<file path="src/rtl/conf_store_if.sv">
// Menu <-> configuration store link: indexed read plus BCD write strobe.
interface conf_store_if;
  logic [2:0]  conf_selected_index;
  logic [23:0] conf_selected_value;
  logic [23:0] conf_selected_new_value;
  logic        conf_selected_set;

  modport master (
    output conf_selected_index,
    output conf_selected_new_value,
    output conf_selected_set,
    input  conf_selected_value
  );

  modport slave (
    input  conf_selected_index,
    input  conf_selected_new_value,
    input  conf_selected_set,
    output conf_selected_value
  );
endinterface

</file>
<file path="src/rtl/conf_store.sv">
// Morse timing register bank: BCD store with a serial
// BCD-to-binary converter feeding the keyer timers.
module conf_store #(
  parameter logic [23:0] DEF_DIT  = 24'h000050,
  parameter logic [23:0] DEF_DAH  = 24'h000150,
  parameter logic [23:0] DEF_WORD = 24'h000350,
  parameter int          BIN_W    = 20
) (
  input  logic             clk,
  input  logic             rst_n,
  input  logic             ce,
  conf_store_if.slave      cfg,
  output logic [BIN_W-1:0] dit_units,
  output logic [BIN_W-1:0] dah_units,
  output logic [BIN_W-1:0] word_units,
  output logic             conv_busy,
  output logic             conv_done,
  output logic             wr_err
);

  typedef enum logic {IDLE, CONV} state_t;

  function automatic logic [BIN_W-1:0] bcd2bin(
    input logic [23:0] b
  );
    logic [BIN_W-1:0] a;
    a = '0;
    for (int i = 5; i >= 0; i--)
      a = (a << 3) + (a << 1)
        + BIN_W'(b[i*4 +: 4]);
    return (a == '0) ? BIN_W'(1) : a;
  endfunction

  localparam logic [BIN_W-1:0] DIT_BIN  = bcd2bin(DEF_DIT);
  localparam logic [BIN_W-1:0] DAH_BIN  = bcd2bin(DEF_DAH);
  localparam logic [BIN_W-1:0] WORD_BIN = bcd2bin(DEF_WORD);

  state_t           r_state;
  logic [23:0]      r_store [3];
  logic [BIN_W-1:0] r_bin   [3];
  logic [2:0]       r_pend;
  logic [1:0]       r_sel;
  logic [23:0]      r_shift;
  logic [BIN_W-1:0] r_acc;
  logic [2:0]       r_cnt;
  logic             r_busy;
  logic             r_done;
  logic             r_err;

  logic             w_idx_ok;
  logic             w_bcd_ok;
  logic             w_wr;
  logic [1:0]       w_pick;
  logic [2:0]       w_pend_nxt;
  state_t           w_state_nxt;
  logic [BIN_W-1:0] w_acc_nxt;
  logic [BIN_W-1:0] w_final;

  assign w_idx_ok = cfg.conf_selected_index < 3'd3;

  always_comb begin
    w_bcd_ok = 1'b1;
    for (int i = 0; i < 6; i++)
      if (cfg.conf_selected_new_value[i*4 +: 4] > 4'd9)
        w_bcd_ok = 1'b0;
  end

  assign w_wr = cfg.conf_selected_set & w_idx_ok & w_bcd_ok;

  always_comb begin
    w_pick = 2'd0;
    unique case (1'b1)
      r_pend[0]: w_pick = 2'd0;
      r_pend[1]: w_pick = 2'd1;
      r_pend[2]: w_pick = 2'd2;
      default:   w_pick = 2'd0;
    endcase
  end

  // A write in the same edge as the pick keeps the bit set
  always_comb begin
    w_pend_nxt = r_pend;
    if (r_state == IDLE && r_pend != 3'b000)
      w_pend_nxt[w_pick] = 1'b0;
    if (w_wr)
      w_pend_nxt[cfg.conf_selected_index[1:0]] = 1'b1;
  end

  always_comb begin
    w_state_nxt = r_state;
    unique case (r_state)
      IDLE: if (r_pend != 3'b000) w_state_nxt = CONV;
      CONV: if (r_cnt == 3'd5)    w_state_nxt = IDLE;
      default: w_state_nxt = IDLE;
    endcase
  end

  assign w_acc_nxt = (r_acc << 3) + (r_acc << 1)
                   + BIN_W'(r_shift[23:20]);
  assign w_final   = (w_acc_nxt == '0) ? BIN_W'(1)
                                       : w_acc_nxt;

  always_ff @(posedge clk or negedge rst_n) begin
    if (!rst_n) begin
      r_state    <= IDLE;
      r_store[0] <= DEF_DIT;
      r_store[1] <= DEF_DAH;
      r_store[2] <= DEF_WORD;
      r_bin[0]   <= DIT_BIN;
      r_bin[1]   <= DAH_BIN;
      r_bin[2]   <= WORD_BIN;
      r_pend     <= 3'b000;
      r_sel      <= 2'd0;
      r_shift    <= '0;
      r_acc      <= '0;
      r_cnt      <= 3'd0;
      r_busy     <= 1'b0;
      r_done     <= 1'b0;
      r_err      <= 1'b0;
    end else if (ce) begin
      r_done  <= 1'b0;
      r_err   <= 1'b0;
      r_pend  <= w_pend_nxt;
      r_state <= w_state_nxt;
      r_busy  <= (w_state_nxt != IDLE)
               | (w_pend_nxt != 3'b000);
      if (cfg.conf_selected_set && w_idx_ok) begin
        if (w_bcd_ok)
          r_store[cfg.conf_selected_index[1:0]]
            <= cfg.conf_selected_new_value;
        else
          r_err <= 1'b1;
      end
      unique case (r_state)
        IDLE: if (r_pend != 3'b000) begin
          r_sel   <= w_pick;
          r_shift <= r_store[w_pick];
          r_acc   <= '0;
          r_cnt   <= 3'd0;
        end
        CONV: begin
          r_acc   <= w_acc_nxt;
          r_shift <= r_shift << 4;
          r_cnt   <= r_cnt + 3'd1;
          if (r_cnt == 3'd5) begin
            r_bin[r_sel] <= w_final;
            r_done       <= 1'b1;
          end
        end
        default: ;
      endcase
    end
  end

  assign cfg.conf_selected_value =
    w_idx_ok ? r_store[cfg.conf_selected_index[1:0]]
             : 24'h000000;

  assign dit_units  = r_bin[0];
  assign dah_units  = r_bin[1];
  assign word_units = r_bin[2];
  assign conv_busy  = r_busy;
  assign conv_done  = r_done;
  assign wr_err     = r_err;

endmodule
</file>
<file path="src/flat_wrapper.sv">
// flat-port wrapper written by rule: the top's interface ports become plain ports
module conf_store_flat 
#(
  parameter logic [23:0] DEF_DIT  = 24'h000050,
  parameter logic [23:0] DEF_DAH  = 24'h000150,
  parameter logic [23:0] DEF_WORD = 24'h000350,
  parameter int          BIN_W    = 20
)
  (clk, rst_n, ce, dit_units, dah_units, word_units, conv_busy, conv_done, wr_err, cfg_conf_selected_index, cfg_conf_selected_new_value, cfg_conf_selected_set, cfg_conf_selected_value);
  conf_store_if cfg_i ();
  input  logic clk;
  input  logic rst_n;
  input  logic ce;
  output logic [BIN_W-1:0] dit_units;
  output logic [BIN_W-1:0] dah_units;
  output logic [BIN_W-1:0] word_units;
  output logic conv_busy;
  output logic conv_done;
  output logic wr_err;
  input wire logic [$bits(cfg_i.conf_selected_index)-1:0] cfg_conf_selected_index;
  input wire logic [$bits(cfg_i.conf_selected_new_value)-1:0] cfg_conf_selected_new_value;
  input wire logic [$bits(cfg_i.conf_selected_set)-1:0] cfg_conf_selected_set;
  output wire logic [$bits(cfg_i.conf_selected_value)-1:0] cfg_conf_selected_value;
  assign cfg_i.conf_selected_index = cfg_conf_selected_index;
  assign cfg_i.conf_selected_new_value = cfg_conf_selected_new_value;
  assign cfg_i.conf_selected_set = cfg_conf_selected_set;
  assign cfg_conf_selected_value = cfg_i.conf_selected_value;
  conf_store #(.DEF_DIT(DEF_DIT), .DEF_DAH(DEF_DAH), .DEF_WORD(DEF_WORD), .BIN_W(BIN_W)) u_core (.clk(clk), .rst_n(rst_n), .ce(ce), .cfg(cfg_i), .dit_units(dit_units), .dah_units(dah_units), .word_units(word_units), .conv_busy(conv_busy), .conv_done(conv_done), .wr_err(wr_err));
endmodule
</file>
<file path="config.mk">
export PLATFORM = sky130hd
export DESIGN_NAME = conf_store_flat
export DESIGN_NICKNAME = d
export VERILOG_FILES = /design/src/rtl/conf_store_if.sv /design/src/rtl/conf_store.sv /design/src/flat_wrapper.sv
export SDC_FILE = /design/constraint.sdc
export NUM_CORES = 1
export LEC_CHECK = 0
export BUFFER_PORTS_ARGS = -buffer_cell sky130_fd_sc_hd__buf_2
export CORE_UTILIZATION = 53
export DETAILED_ROUTE_END_ITERATION = 8
export PLACE_DENSITY = 0.77
export SETUP_SLACK_MARGIN = 0.05
export SYNTH_ARGS = -nofsm -noshare
export SYNTH_HDL_FRONTEND = slang
export SYNTH_SLANG_ARGS = --single-unit
</file>
<file path="constraint.sdc">
create_clock -name clk -period 3.25 [get_ports clk]
set_input_delay 0.65 -clock clk [delete_from_list [all_inputs] [get_ports clk]]
set_output_delay 0.65 -clock clk [all_outputs]
set_load 0.02 [all_outputs]
</file>
## Word level (Yosys, flattened, before mapping)

Cells that the tools add are included.

| word-level totals | value |
|---|---|
| bits in registers | 187 |
| word-level logic and storage cells | 99 |

| cells by class | value |
|---|---|
| $add $sub $neg | 3 |
| $lt $le $gt $ge | 16 |
| equal/unequal tests | 2 |
| multiplexer cells | 40 |
| bitwise gates (word level) | 10 |
| reduce and logical (&&, ||, !) cells | 13 |

Operators by type and width:

| operator | count |
|---|---|
| $mux W24 | 7 |
| $bmux W24 S2 | 2 |
| $bwmux W72 | 1 |
| $bwmux W60 | 1 |
| $demux W24 S2 | 1 |
| $pmux W24 S2 | 1 |
| $demux W20 S2 | 1 |
| $mux W20 | 2 |
| $pmux W19 S2 | 1 |
| $gt A4 B4 Y1 const B | 6 |
| $add A20 B20 Y20 | 1 |
| $add A20 B4 Y20 | 1 |
| $logic_not A20 Y1 | 1 |
| $mux W19 | 1 |
| $mux W1 | 14 |
| $ge A3 B3 Y1 const B | 3 |
| $mux W3 | 3 |
| $not A2 Y3 | 3 |
| $reduce_and A3 Y1 | 3 |
| $logic_and A1 B1 Y1 | 6 |
| $lt A2 B3 Y1 const B | 2 |
| $lt A3 B1 Y1 const B | 2 |
| $pmux W3 S2 | 1 |
| $reduce_bool A3 Y1 | 2 |
| 15 further kinds | 18 |

## Longest topological paths before layout

| depth | value |
|---|---|
| depth in word-level cells | 12 |
| mapped depth | 12 |

## Worst setup path before layout

OpenSTA, ideal clock, no wires.

| timing | value |
|---|---|
| path kind | reg-to-reg |
| from | register u_core.r_acc[0] |
| to | register u_core.r_bin, in the netlist u_core.dit_units[0] |
| arrival | 3.002 ns |
| required time | 3.163 ns |
| path slack | 0.161 ns |
| cell stages (with the launch flop) | 12 |
| clock period less this slack | 3.089 ns |
| path through | dfrtp_1 > inv_1 > fa_1 > fa_1 > nor2b_4 > o221a_4 > or4_4 > a2111oi_4 > nand4_1 > and4b_1 > nand4_1 > a22oi_1 |

| on the way | value |
|---|---|
| cells in the longest elaborated chain, start to end | 5 |

Ends and longest elaborated chain:

| what | RTL line | source |
|---|---|---|
| start, declared | conf_store.sv:44 | `logic [BIN_W-1:0] r_acc;` |
| start signal, assigned | conf_store.sv:142 | `r_acc <= w_acc_nxt;` |
| $add A20 B20 Y20 | conf_store.sv:98 | `assign w_acc_nxt = (r_acc << 3) + (r_acc << 1)` |
| $add A20 B4 Y20 | conf_store.sv:99 | `+ BIN_W'(r_shift[23:20]);` |
| $logic_not A20 Y1 | conf_store.sv:100 | `assign w_final = (w_acc_nxt == '0) ? BIN_W'(1)` |
| $mux W20 | conf_store.sv:100 |  |
| $bwmux W60 | conf_store.sv:146 | `r_bin[r_sel] <= w_final;` |
| end signal, assigned by index | conf_store.sv:146 |  |
| end, declared | conf_store.sv:40 | `logic [BIN_W-1:0] r_bin [3];` |

Every way passes these cells.
A chain may end at the register's enable or synchronous reset.

## Worst setup path after layout

Ends and elaborated chain as after synthesis.

==> reports/results.txt <==
post-route antenna net violation count -> 0
Tmin final -> 3.18 ns
skew final -> 0.00697 ns
Fmax -> 314 MHz
Worst Tran Pin Value -> 0.656 ns
Critical Path RT -> 3.60 ns
CTS buffer count -> 17
WL per Instance -> 18.7 microns
Core Footprint -> 17500 sq um
mapped cell area -> 9580 sq um
Syn Inst Count -> 937
Reg clk slew, reported paths -> 0.07 ns
# setup viols final -> 0
drt initial violations -> 486
Async SR Flop Fraction -> 100%
main flop type after synthesis -> dfrtp_1
Area contributors post-synth -> dfrtp_1, mux2_2, dfstp_2
H-Tree Depth -> 4
status -> complete, no violations
final hold violation count -> 0
die width -> 136 microns
clock root buffer -> clkbuf_16
area delta synth->final -> 17.8%
diode count -> 0
Worst-Skew Late Latency -> 0.44 ns
largest net degree at the start of global routing -> 67
HP Class -> primary input to asynchronous set/reset pin
#FFs+latches synth -> 187
Synth area leader -> dfrtp_1
final worst-path cycle share -> 97.9%
Critical Path Fanout Max -> 3
TritonCTS clock tree -> done
top cell type's share of synthesized area -> 43.1%
pwr dens -> 818 nW/um^2
Total Routed Length -> 24500 microns
DR vias -> 7620
Vias/cell -> 5.82
DRC -> 0
CP endpoint kind -> flip-flop
CTS hold repair buffers -> 0
Hold WS -> 0.209 ns
row count -> 48
IO Count -> 118
GRT Overall Usage -> 27.3%
Final Max Tran Viols -> 0
CP startpoint kind -> flip-flop
Post-synth EDFFs -> 0
first-pass GRT wire length -> 38700 microns
Sink Count -> 187
slew margin rel. -> 56.1%
Pre-antenna DRT Iters -> 5
number of port buffers -> 117
Crit Path Class -> flip-flop to flip-flop
Die H -> 136 microns
fraction of layout cells with a size suffix above 1 -> 29.9%
Pleak -> 5.58 nW
Syn Nets -> 1006
RSZ-0062 raised after global routing -> yes
maximum root-to-sink buffer count -> 2
Peak supply drop -> 0.561 mV
most frequent cells in the layout -> dfrtp_1, nand2_1, buf_2
max-cap violations -> 0
gpl congestion -> 0.926
Yosys warnings -> 0
Reg-to-Reg Start -> u_core.r_acc[0]$_DFFE_PN0P_
sequential element share of the synthesized area -> 49.1%
post-synthesis average cell area -> 10.2 sq um
Crit. Startpoint -> u_core.r_acc[0]$_DFFE_PN0P_
die area -> 18600 sq um
vias in the first global route -> 7407
initial antenna violation count -> 0
fin util -> 64.6%
initial core utilization -> 54.8%
post-synth cell types -> 57
final HPWL from detailed placement -> 17300 microns
Final Net Count -> 1141
Worst EP arrival -> 3.53 ns
total gr overflow -> 0
most common cell after layout, fill and taps aside -> dfrtp_1
[cell usage after synthesis, types with 2 or more instances]
master / instances
buf_2: 2
a211o_1: 2
a21o_1: 5
mux2i_1: 46
o221ai_1: 2
nor2_1: 78
nand4_1: 7
or3_1: 8
xor2_1: 4
and3_1: 2
dfstp_2: 22
nand2_1: 133
inv_1: 16
dfrtp_1: 165
a31o_1: 2
o21ai_0: 102
ha_1: 36
nor2b_1: 10
o22ai_1: 3
a21oi_1: 44
nor3_1: 4
o211ai_1: 21
clkbuf_1: 48
nand3_1: 9
o21ai_1: 10
xnor2_1: 10
a211oi_1: 9
o31ai_1: 7
fa_1: 2
buf_1: 5
a22o_1: 5
mux2_2: 86
and2_1: 3
mux2_1: 3
nand2b_1: 4
[critical path: stages (launching register included)]
cell and delay, ns:
dfrtp_1 0.37, inv_2 0.05, fa_1 0.58, fa_2 0.25, nor2b_4 0.05, o221a_4 0.24, or4_4 0.50, a2111oi_4 0.32
nand4_1 0.13, and4b_1 0.27, nand4_1 0.18, a22oi_2 0.17
[logic make-up (layout without fill, tap and decap cells)]
group / Yosys count / in the layout / share of synthesized area [%]
buf+inv: 71 / 219 / 2.81
xor+xnor: 15 / 15 / 1.45
flops: 187 / 187 / 49.1
mux: 135 / 135 / 15.3
fa+ha+maj: 38 / 38 / 5.12
compound gates: 224 / 224 / 14.2
simple gates: 267 / 267 / 12.1
[where the power goes]
part / total, W / switching (W) / leakage [nW] / internal [W]
clock network: 0.00202 / 0.000907 / 0.279 / 0.00111
logic: 0.00404 / 0.00246 / 2.85 / 0.00158
registers: 0.00318 / 0.000341 / 2.45 / 0.00283
total: 0.00924 / 0.00371 / 5.58 / 0.00553
[stage by stage]
stage	cell area, sq um	setup slack, ns	total power [W]	TNS (ns)	cells
global placement	10700	0.0352	0.00710	0	1275
finish	11300	0.0686	0.00924	0	1310
CTS	11300	0.0717	0.00923	0	1309
floorplan	9580	0.161	0.00557	0	937
global route	11300	-0.0950	0.00977	-0.258	1310
detailed placement	10700	-0.0550	0.00720	-0.0712	1275
[flip-flops by register name, summed over array words and instances, names as in the netlist, 2 cells and up]
| register | flops |
|---|---|
| u_core.r_acc | 19 |
| u_core.dit_units | 20 |
| u_core.word_units | 20 |
| u_core.r_sel | 2 |
| u_core.r_shift | 24 |
| u_core.r_store | 72 |
| u_core.dah_units | 20 |
| u_core.r_cnt | 3 |
| u_core.r_pend | 3 |
[cell type report]
| class | instances | area [sq um] |
|---|---|---|
| Fill cell | 1382 | 6190 |
| Sequential cell | 187 | 4710 |
| Multi-Input combinational cell | 679 | 4640 |
| Timing Repair Buffer | 171 | 1030 |
| Clock buffer | 21 | 470 |
| Tap cell | 225 | 282 |
| Clock inverter | 11 | 92.6 |
| Inverter | 16 | 60.1 |
[layer usage]
| metal | part of all wire [%] | routed length, microns | vias up | global-route usage, % |
|---|---|---|---|---|
| met1 | 43 | 10500 | 3739 | 34.6 |
| met3 | 5.5 | 1350 | 53 | 5.00 |
| met4 | 3.1 | 750 | 0 | 11.5 |
| li1 | - | - | 3582 | - |
| met2 | 48 | 11900 | 246 | 45.8 |
| met5 | 0 | 0 | - | 0 |
[path summary, 6_finish.rpt]
| path | to | slack (ns) | depth (start not counted) |
|---|---|---|---|
| worst max-delay path | u_core.dit_units[0]$_DFFE_PN0P_ | 0.07 | 11 |
| worst min-delay path | u_core.r_acc[2]$_DFFE_PN0P_ | 0.21 | 1 |
| worst max register to register | u_core.dit_units[0]$_DFFE_PN0P_ | 0.07 | 11 |
| worst min register to register | u_core.dah_units[10]$_DFFE_PN0P_ | 0.47 | 2 |
| max in group asynchronous | u_core.dah_units[4]$_DFFE_PN1P_ | 2.21 | 2 |
| min in group clk | u_core.dah_units[10]$_DFFE_PN0P_ | 0.47 | 2 |
[repair_timing]
item                       4_1_cts  5_1_grt
buffers inserted                 2        1
gates resized for setup          1        4
pin swaps                        4        1
setup endpoints to repair        3        3
Power figures use the tool's default switching activity.
